===== src/rtl/pr_freeze_pkg.sv =====
// Shared types and default widths for the PR freeze sequencer.
package pr_freeze_pkg;

  typedef enum logic [2:0] {
    ST_RUN     = 3'd0,
    ST_DRAIN   = 3'd1,
    ST_FROZEN  = 3'd2,
    ST_PR_WAIT = 3'd3,
    ST_RELEASE = 3'd4
  } pr_frz_state_e;

  localparam int OUTST_W_DEF   = 8;
  localparam int TIMEOUT_W_DEF = 20;

endpackage


===== src/rtl/pr_outst_counter.sv =====
// Saturating outstanding non-posted request counter for one PG port, with
// a sticky error flag raised on underflow or overflow.
module pr_outst_counter
  import pr_freeze_pkg::*;
#(
  parameter int W = OUTST_W_DEF
) (
  input  logic         clk,
  input  logic         rst,
  input  logic         inc,
  input  logic         dec,
  input  logic         clr,
  input  logic         err_clr,
  output logic [W-1:0] cnt,
  output logic         err
);

  logic [W-1:0] cnt_q, cnt_d;
  logic         err_q, err_d;
  logic         up, dn;

  always_comb begin
    up    = inc & ~dec;
    dn    = dec & ~inc;
    cnt_d = cnt_q;
    err_d = err_q;
    if (err_clr) begin
      err_d = 1'b0;
    end
    if (clr) begin
      cnt_d = '0;
    end else if (up) begin
      if (&cnt_q) begin
        err_d = 1'b1;
      end else begin
        cnt_d = cnt_q + W'(1);
      end
    end else if (dn) begin
      if (cnt_q == '0) begin
        err_d = 1'b1;
      end else begin
        cnt_d = cnt_q - W'(1);
      end
    end
  end

  always_ff @(posedge clk) begin
    if (rst) begin
      cnt_q <= '0;
      err_q <= 1'b0;
    end else begin
      cnt_q <= cnt_d;
      err_q <= err_d;
    end
  end

  assign cnt = cnt_q;
  assign err = err_q;

endmodule


===== src/rtl/pr_freeze_sequencer.sv =====
// Freeze/softreset sequencer for the PR slot: drains PG ports, freezes, waits
// for PR completion and releases. Optional drain timeout: PR_FREEZE_TIMEOUT_EN.
module pr_freeze_sequencer
  import pr_freeze_pkg::*;
#(
  parameter int          PG_NUM_PORTS  = 1,
  parameter int          OUTST_W       = OUTST_W_DEF,
  parameter int          TIMEOUT_W     = TIMEOUT_W_DEF,
  parameter int unsigned DRAIN_TIMEOUT = 20'hF_FFFF,
  parameter int          RST_HOLD      = 16
) (
  input  logic                    clk,
  input  logic                    rst,
  input  logic                    freeze_req,
  input  logic                    pr_done,
  input  logic [PG_NUM_PORTS-1:0] np_req,
  input  logic [PG_NUM_PORTS-1:0] cpl_last,
  input  logic [PG_NUM_PORTS-1:0] tx_busy,
  output logic                    pr_freeze,
  output logic                    softreset,
  output logic                    freeze_ack,
  output logic                    drain_timeout,
  output logic [PG_NUM_PORTS-1:0] cnt_err,
  output logic [2:0]              state
);

  localparam int HOLD_W = (RST_HOLD < 2) ? 1 : $clog2(RST_HOLD + 1);

  pr_frz_state_e      state_q, state_d;
  logic               freeze_req_q;
  logic [HOLD_W-1:0]  hold_q, hold_d;
  logic               pr_freeze_q, pr_freeze_d;
  logic               softreset_q, softreset_d;
  logic               freeze_ack_q, freeze_ack_d;
  logic               drain_timeout_d;
  logic               freeze_edge;
  logic               drained;
  logic               cnt_clr;
  logic               err_clr;

  logic [OUTST_W-1:0]      cnt [PG_NUM_PORTS];
  logic [PG_NUM_PORTS-1:0] cnt_nz;

  generate
    for (genvar gi = 0; gi < PG_NUM_PORTS; gi++) begin : gen_cnt
      pr_outst_counter #(
        .W(OUTST_W)
      ) u_cnt (
        .clk     (clk),
        .rst     (rst),
        .inc     (np_req[gi]),
        .dec     (cpl_last[gi]),
        .clr     (cnt_clr),
        .err_clr (err_clr),
        .cnt     (cnt[gi]),
        .err     (cnt_err[gi])
      );
      assign cnt_nz[gi] = |cnt[gi];
    end
  endgenerate

  assign freeze_edge = freeze_req & ~freeze_req_q;
  assign drained     = ~|cnt_nz & ~|tx_busy;

`ifdef PR_FREEZE_TIMEOUT_EN
  logic [TIMEOUT_W-1:0] tmo_q, tmo_d;
  logic                 tmo_hit;
  logic                 drain_timeout_q;

  assign tmo_hit = ((tmo_q + TIMEOUT_W'(1)) == TIMEOUT_W'(DRAIN_TIMEOUT));
`else
  logic tmo_hit;
  logic drain_timeout_q;

  assign tmo_hit = 1'b0;
`endif

  always_comb begin
    state_d         = state_q;
    hold_d          = hold_q;
    drain_timeout_d = drain_timeout_q;
    cnt_clr         = 1'b0;
    err_clr         = 1'b0;
`ifdef PR_FREEZE_TIMEOUT_EN
    tmo_d           = '0;
`endif
    case (state_q)
      ST_RUN: begin
        if (freeze_edge) begin
          state_d         = ST_DRAIN;
          err_clr         = 1'b1;
          drain_timeout_d = 1'b0;
        end
      end
      ST_DRAIN: begin
`ifdef PR_FREEZE_TIMEOUT_EN
        tmo_d = tmo_q + TIMEOUT_W'(1);
`endif
        if (drained) begin
          state_d = ST_FROZEN;
        end else if (tmo_hit) begin
          state_d         = ST_FROZEN;
          drain_timeout_d = 1'b1;
        end
      end
      ST_FROZEN: begin
        state_d = ST_PR_WAIT;
      end
      ST_PR_WAIT: begin
        if (pr_done) begin
          // softreset discards whatever was still outstanding in the slot
          state_d = ST_RELEASE;
          hold_d  = HOLD_W'(RST_HOLD);
          cnt_clr = 1'b1;
        end
      end
      ST_RELEASE: begin
        hold_d = hold_q - HOLD_W'(1);
        if (hold_q <= HOLD_W'(1)) begin
          state_d = ST_RUN;
        end
      end
      default: begin
        state_d = ST_RUN;
      end
    endcase

    pr_freeze_d  = (state_d == ST_FROZEN) || (state_d == ST_PR_WAIT);
    softreset_d  = (state_d == ST_FROZEN) || (state_d == ST_PR_WAIT) ||
                   (state_d == ST_RELEASE);
    freeze_ack_d = (state_d == ST_PR_WAIT);
  end

  always_ff @(posedge clk) begin
    if (rst) begin
      state_q         <= ST_RUN;
      freeze_req_q    <= 1'b0;
      hold_q          <= '0;
      pr_freeze_q     <= 1'b0;
      softreset_q     <= 1'b0;
      freeze_ack_q    <= 1'b0;
      drain_timeout_q <= 1'b0;
`ifdef PR_FREEZE_TIMEOUT_EN
      tmo_q           <= '0;
`endif
    end else begin
      state_q         <= state_d;
      freeze_req_q    <= freeze_req;
      hold_q          <= hold_d;
      pr_freeze_q     <= pr_freeze_d;
      softreset_q     <= softreset_d;
      freeze_ack_q    <= freeze_ack_d;
`ifdef PR_FREEZE_TIMEOUT_EN
      drain_timeout_q <= drain_timeout_d;
      tmo_q           <= tmo_d;
`else
      drain_timeout_q <= 1'b0;
`endif
    end
  end

`ifndef PR_FREEZE_TIMEOUT_EN
  logic unused_dt;
  assign unused_dt = drain_timeout_d;
`endif

  assign pr_freeze     = pr_freeze_q;
  assign softreset     = softreset_q;
  assign freeze_ack    = freeze_ack_q;
  assign drain_timeout = drain_timeout_q;
  assign state         = state_q;

endmodule


===== config.mk =====
export PLATFORM = sky130hd
export DESIGN_NAME = pr_freeze_sequencer
export DESIGN_NICKNAME = d
export VERILOG_FILES = /design/src/rtl/pr_freeze_pkg.sv /design/src/rtl/pr_outst_counter.sv /design/src/rtl/pr_freeze_sequencer.sv
export SDC_FILE = /design/constraint.sdc
export NUM_CORES = 1
export LEC_CHECK = 0
export CAP_MARGIN = 30
export CORE_UTILIZATION = 55
export DETAILED_ROUTE_END_ITERATION = 12
export DONT_BUFFER_PORTS = 1
export GPL_ROUTABILITY_DRIVEN = 0
export HOLD_SLACK_MARGIN = 0.15
export PLACE_DENSITY = 0.79
export SLEW_MARGIN = 20
export SYNTH_ARGS = -nofsm -noshare
export SYNTH_HDL_FRONTEND = slang
export SYNTH_SLANG_ARGS = --single-unit

===== constraint.sdc =====
create_clock -name clk -period 2.65 [get_ports clk]
set_clock_uncertainty 0.15 [all_clocks]
set_input_delay 0.795 -clock clk [delete_from_list [all_inputs] [get_ports clk]]
set_output_delay 0.795 -clock clk [all_outputs]
set_load 0.005 [all_outputs]

==> out/qor.json, run 1 <==
{
  "global_route": {
    "grt_start_max_net_pins": 14,
    "global_route_wire_length_before_repair_um": 4170,
    "grt_antenna_before_repair": 0,
    "globalRouteOverflowTotal": 0,
    "grt_usage_pct": 21.7,
    "vias_in_the_first_global_route": 1004
  },
  "power": {
    "total_power_density_per_cell_area_nw_per_um2": 782,
    "total_power_mw": 1.02,
    "max-vdd-ir-drop_mv": 0.423,
    "p_leak_nw": 0.508
  },
  "sta": {
    "slew_limit_fails": 0,
    "maxClockFrequency_ghz": 0.413,
    "totalNegativeSetupSlack_ns": 0,
    "timing.final.setup_violations": 0,
    "fin_hold_viols": 0,
    "fin_crit_ns": 2.42,
    "rsz0062_at_grt": "false",
    "min_period_over_period_pct": 91.3
  },
  "layout": {
    "regArea_um2": 420,
    "finish.instance_area_um2": 1300,
    "n_antenna_cell": 0,
    "multi_input_comb_area_um2": 769,
    "finish.utilization_pct": 64.5,
    "final_cell_count_no_fill": 168,
    "area_growth_syn_to_layout_pct": 6.87,
    "finish.net_count": 158,
    "fillerInstances": 183,
    "drive_above_1_share_pct": 14.2
  },
  "yosys": {
    "ys_seq_elements": 21,
    "synth_top_cell_area_share_pct": 34.5,
    "synthDistinctLibCells": 45,
    "async_reset_ff_share_pct": 0,
    "synth.most_common_cell": "nor2_1",
    "syn-instance-count": 136,
    "mappedNetlistNets": 152,
    "synth_area_leader_cell": "dfxtp_1",
    "yosys-top-cells-count": "nor2_1, dfxtp_1, a21oi_1, ha_1, nand2_1",
    "edff_count_synth": 0,
    "synthesis.area_per_instance_um2": 8.97,
    "syn_area_um2": 1220,
    "seq_area_frac_synth_pct": 34.5,
    "synth.yosys.warnings": 0,
    "synth_area_leaders": "dfxtp_1, ha_1, nor2_1",
    "ys_dominant_reg_cell": "dfxtp_1"
  },
  "route": {
    "wl_um": 2250,
    "dr.pass1.iters": 4,
    "avgViaCountPerCell": 5.77,
    "vias_post_dr": 970,
    "final_antenna_net_count": 0,
    "remaining_drcs": 0,
    "drtIter0Drc": 19,
    "routed_wire_length_per_instance_um": 13.4
  },
  "clock_tree": {
    "clk_pin_slew_worst_paths_ns": 0.12,
    "cts_repair_resize_count": 0,
    "tritoncts_clock_tree": "built",
    "clock_sinks": 21,
    "clk_latency_ns": 0.31,
    "root_buffer": "clkbuf_4",
    "cts_buffer_depth": 2,
    "holdBufCountCts": 0,
    "post_cts.repair.setup_buffers": 0,
    "cts-buffers-inserted": 3,
    "clock_tree.htree_level_count": 1
  },
  "die": {
    "fp.dieW_um": 49.1,
    "total_die_area_um2": 2410,
    "core_um2": 2020,
    "floorplan.rows": 16,
    "floorplan.initialDensity_pct": 60.3,
    "io_pins": 15,
    "floorplan.die.height_um": 49.1
  },
  "job": {
    "max_cap_viols": 0
  },
  "setup_path": {
    "worst-endpoint-arrival_ns": 2.48,
    "crit_path_start_kind": "input port",
    "required_arrival_time_at_the_worst_endpoint_ns": 2.71,
    "critical_path_class": "in2reg",
    "critPathCaptureType": "register",
    "critical_path_peak_fanout": 8
  },
  "placement": {
    "dp_hpwl_um": 1740,
    "detailed_place.area_um2": 1280,
    "io_buffers": 0,
    "numPlacedInstances": 164
  },
  "status": {
    "status": "finished, final reports clean"
  },
  "min_path": {
    "hold_path.class": "reg2reg"
  }
}
## kinds of logic after synthesis
group	share of synthesized area (%)
fa+ha+maj	9.85
simple gates	22.5
other cells	0.307
xor+xnor	4.31
mux	5.95
flops	34.5
compound gates	19.0
buf+inv	3.69
## cell usage in the layout (no fill, tap or decap), drive strengths merged, types with 3 or more instances in the layout
cell	count
a211oi	4
a21oi	9
buf	4
clkbuf	3
dfxtp	21
ha	8
inv	6
mux2i	5
nand2	7
nand4	3
nor2	22
nor3b	3
o21ai	8
xnor2	3
xor2	3
## flip-flops by register name, indices dropped and copies added, names as in the netlist
register and flops:
gen_cnt.u_cnt.cnt 8, hold_q 5, state 3, freeze_ack 1, freeze_req_q 1, gen_cnt.u_cnt.err 1
pr_freeze 1, softreset 1
## per-stage QoR
step           setup WS, ns  hold WS (ns)
2_1_floorplan        0.0267         0.321
3_3_place_gp        -0.0218         0.334
3_5_place_dp        -0.0979         0.352
4_1_cts               0.247         0.369
5_1_grt               0.132         0.367
6_report              0.230         0.364
## worst max-delay path: stages
cell     delay (ns)
or2b_4         0.30
ha_1           0.34
a21oi_1        0.21
o21ai_2        0.09
a31oi_1        0.17
mux2i_1        0.24
mux2_1         0.34
## routing by layer
metal	part of all wire (%)	global-route usage, %	wire length (um)	vias up
met1	45	25.9	1020	463
met2	51	38.1	1160	14
met5	0	0	0	-
li1	-	-	-	491
met3	2.9	4.98	65	2
met4	0.80	6.86	18	0
## worst paths after layout
check | to | startpoint | slack [ns] | cells past startpoint
hold reg to reg | hold_q[0] | hold_q[0] | 0.36 | 2
setup / recovery | gen_cnt[0].u_cnt.cnt[7] | np_req | 0.23 | 7
hold / removal | hold_q[0] | hold_q[0] | 0.36 | 2
setup reg to reg | gen_cnt[0].u_cnt.cnt[7] | gen_cnt[0].u_cnt.cnt[1] | 0.59 | 6
## layout make-up
class / instances / share of cell area (%)
Timing Repair Buffer: 4 / 2.30
Inverter: 6 / 1.73
Clock buffer: 3 / 1.73
Multi-Input combinational cell: 106 / 59.0
Clock inverter: 1 / 0.384
Tap cell: 27 / 2.59
Sequential cell: 21 / 32.2
## report_power, final
group | internal [mW] | switching, mW
registers | 0.363 | 0.0610
logic | 0.223 | 0.218
clock network | 0.0563 | 0.0980
total | 0.643 | 0.377
Power figures use the tool's default switching activity.
==> inputs of run 2 (changes only) <==
==> constraint.sdc (replaced) <==
create_clock -name clk -period 2.65 [get_ports clk]
set_clock_uncertainty 0.15 [all_clocks]
set_input_delay 0.53 -clock clk [delete_from_list [all_inputs] [get_ports clk]]
set_output_delay 0.53 -clock clk [all_outputs]
set_load 0.005 [all_outputs]
==> out/qor.json, run 2 (synthesis gave the netlist of run 1 again) <==
{
  "status": {
    "status": "finished, final reports clean"
  },
  "clock_tree": {
    "root_buffer": "clkbuf_4",
    "clock_tree.htree_level_count": {"value": 1, "change": "unchanged"},
    "clk_latency": {"value": 0.30, "unit": "ns", "change": "about the same"},
    "cts-buffers-inserted": {"value": 3, "change": "unchanged"},
    "cts_buffer_depth": {"value": 2, "change": "unchanged"},
    "tritoncts_clock_tree": "built",
    "clock_sinks": {"value": 21, "change": "unchanged"},
    "post_cts.repair.setup_buffers": {"value": 0, "change": "unchanged"},
    "clk_pin_slew_worst_paths": {"value": 0.12, "unit": "ns", "change": "about the same"}
  },
  "global_route": {
    "global_route_wire_length_before_repair": {"value": 3870, "unit": "um", "change": "-7.1%"},
    "grt_start_max_net_pins": {"value": 13, "change": "-1"},
    "grt_antenna_before_repair": {"value": 0, "change": "unchanged"},
    "grt_usage": {"value": 20.6, "unit": "%", "change": "-1.1 points"},
    "globalRouteOverflowTotal": {"value": 0, "change": "unchanged"},
    "vias_in_the_first_global_route": {"value": 870, "change": "-13%"}
  },
  "die": {
    "floorplan.rows": {"value": 16, "change": "unchanged"},
    "total_die_area": {"value": 2410, "unit": "um^2", "change": "unchanged"},
    "floorplan.die.height": {"value": 49.1, "unit": "um", "change": "unchanged"},
    "core": {"value": 2020, "unit": "um^2", "change": "unchanged"},
    "fp.dieW": {"value": 49.1, "unit": "um", "change": "unchanged"},
    "io_pins": {"value": 15, "change": "unchanged"},
    "floorplan.initialDensity": {"value": 60.3, "unit": "%", "change": "unchanged"}
  },
  "route": {
    "vias_post_dr": {"value": 953, "change": "-1.8%"},
    "avgViaCountPerCell": {"value": 5.74, "change": "-0.57%"},
    "final_antenna_net_count": {"value": 0, "change": "unchanged"},
    "remaining_drcs": {"value": 0, "change": "unchanged"},
    "routed_wire_length_per_instance": {"value": 13.4, "unit": "um", "change": "-0.14%"},
    "drtIter0Drc": {"value": 28, "change": "+9"},
    "dr.pass1.iters": {"value": 4, "change": "unchanged"},
    "wl": {"value": 2220, "unit": "um", "change": "-1.3%"}
  },
  "layout": {
    "largest_reg_flops": {"value": 8, "change": "unchanged"},
    "final_common_cell": "nor2_1",
    "regArea": {"value": 420, "unit": "um^2", "change": "unchanged"},
    "drive_above_1_share": {"value": 11.5, "unit": "%", "change": "-2.7 points"},
    "finish.instance_area": {"value": 1280, "unit": "um^2", "change": "-2.1%"},
    "mostFrequentLayoutCells": "nor2_1, dfxtp_1, a21oi_1",
    "finish.net_count": {"value": 156, "change": "-1.3%"},
    "area_growth_syn_to_layout_pct": 4.62,
    "multi_input_comb_area": {"value": 754, "unit": "um^2", "change": "-2.0%"},
    "n_antenna_cell": {"value": 0, "change": "unchanged"},
    "finish.utilization": {"value": 63.1, "unit": "%", "change": "-1.4 points"},
    "fillerInstances": {"value": 179, "change": "-2.2%"}
  },
  "placement": {
    "dp_hpwl": {"value": 1690, "unit": "um", "change": "-2.5%"},
    "io_buffers": {"value": 0, "change": "unchanged"},
    "detailed_place.area": {"value": 1240, "unit": "um^2", "change": "-2.9%"}
  },
  "setup_path": {
    "required_arrival_time_at_the_worst_endpoint": {"value": 2.70, "unit": "ns", "change": "about the same"},
    "critPathCaptureType": "register",
    "critical_path.reg2reg.startpoint": "gen_cnt[0].u_cnt.cnt[1]",
    "r2r.worst_path.cells": {"value": 6, "change": "unchanged"},
    "worst-endpoint-arrival": {"value": 2.33, "unit": "ns", "change": "-0.15 ns"},
    "critical_path_peak_fanout": {"value": 9, "change": "+1"},
    "critical_path.reg2reg.endpoint": "gen_cnt[0].u_cnt.cnt[7]",
    "r2r_slack": {"value": 0.57, "unit": "ns", "change": "-0.02 ns"},
    "max_stage_delay": {"value": 0.38, "unit": "ns", "change": "+0.04 ns"},
    "crit_path_cell_trace": "or2b_2 -> ha_1 -> a211oi_2 -> o21ai_2 -> a31oi_1 -> mux2i_1 -> mux2_1",
    "crit_path_start_kind": "input port",
    "cp_slowest_cell": "or2b_2",
    "critical_path_class": "in2reg"
  },
  "power": {
    "total_power_density_per_cell_area": {"value": 771, "unit": "nW/um^2", "change": "-1.4%"},
    "max-vdd-ir-drop": {"value": 0.466, "unit": "mV", "change": "+10%"},
    "p_leak": {"value": 0.497, "unit": "nW", "change": "-2.2%"}
  },
  "sta": {
    "slew_limit_fails": {"value": 0, "change": "unchanged"},
    "maxClockFrequency": {"value": 0.438, "unit": "GHz", "change": "+6.0%"},
    "rsz0062_at_grt": "false",
    "timing.final.setup_violations": {"value": 0, "change": "unchanged"},
    "fin_crit": {"value": 2.28, "unit": "ns", "change": "-0.137 ns"},
    "fin_hold_viols": {"value": 0, "change": "unchanged"},
    "totalNegativeSetupSlack": {"value": 0, "unit": "ns", "change": "unchanged"},
    "min_period_over_period": {"value": 86.2, "unit": "%", "change": "-5.2 points"}
  },
  "min_path": {
    "hold_depth": {"value": 1, "change": "-1"},
    "worst_hold_path.endpoint": "freeze_req_q",
    "hold_path.class": "in2reg",
    "worstHoldStart": "freeze_req"
  },
  "job": {
    "max_cap_viols": {"value": 0, "change": "unchanged"}
  }
}
-- run 2: critical path, delay by kind of cell --
family	cells	cell delay, ns
multiplexers	2	0.56
AO/OA/AOI/OAI	3	0.53
adder cells (fa/ha/maj)	1	0.34
AND/OR/NAND/NOR	1	0.38
-- run 2: cell type report --
class | count | share of cell area, %
clock buffers | 3 | 1.76
clock inverters | 1 | 0.392
inverters | 6 | 1.76
multi-input cells | 106 | 59.1
flip-flops and latches | 21 | 32.9
well taps | 27 | 2.65
repair buffers | 2 | 1.37
-- run 2: worst max path at each step --
stage	cells after the start	to	from	slack [ns]
6_report	7	gen_cnt[0].u_cnt.cnt[7]	np_req	0.37
5_1_grt	7	gen_cnt[0].u_cnt.cnt[7]	np_req	0.30
2_1_floorplan	7	gen_cnt[0].u_cnt.cnt[7]	np_req	0.13
3_3_place_gp	7	gen_cnt[0].u_cnt.cnt[7]	np_req	0.08
3_5_place_dp	7	gen_cnt[0].u_cnt.cnt[7]	np_req	0.03
4_1_cts	7	gen_cnt[0].u_cnt.cnt[7]	np_req	0.36
-- run 2: report_power, final --
part           internal [mW]  leakage (nW)  switching, mW
clock network         0.0562        0.0177         0.0970
registers              0.363         0.172         0.0601
logic                  0.202         0.308          0.206
total                  0.622         0.497          0.363
-- run 2: timing repair --
action / 4_1_cts / 5_1_grt
hold buffers: 1 / 0
setup endpoints to repair: 0 / 0
endpoints found under the hold margin: 11 / 0
resized for setup: 0 / 0
-- run 2: layer usage --
metal	vias up	track usage, %	routed length [um]
li1	487	-	-
met1	446	25.8	1050
met2	18	35.2	1090
met3	2	5.61	74
met4	0	3.92	10
met5	-	0	0
-- run 2: per-stage QoR --
| step | hold slack, ns | instances | total power [mW] | setup WS (ns) |
|---|---|---|---|---|
| floorplan | 0.321 | 136 | 0.763 | 0.126 |
| global placement | 0.334 | 161 | 0.818 | 0.0826 |
| detailed placement | 0.359 | 161 | 0.834 | 0.0345 |
| CTS | 0.207 | 166 | 0.990 | 0.357 |
| global route | 0.205 | 166 | 1.07 | 0.300 |
| finish | 0.207 | 166 | 0.984 | 0.367 |
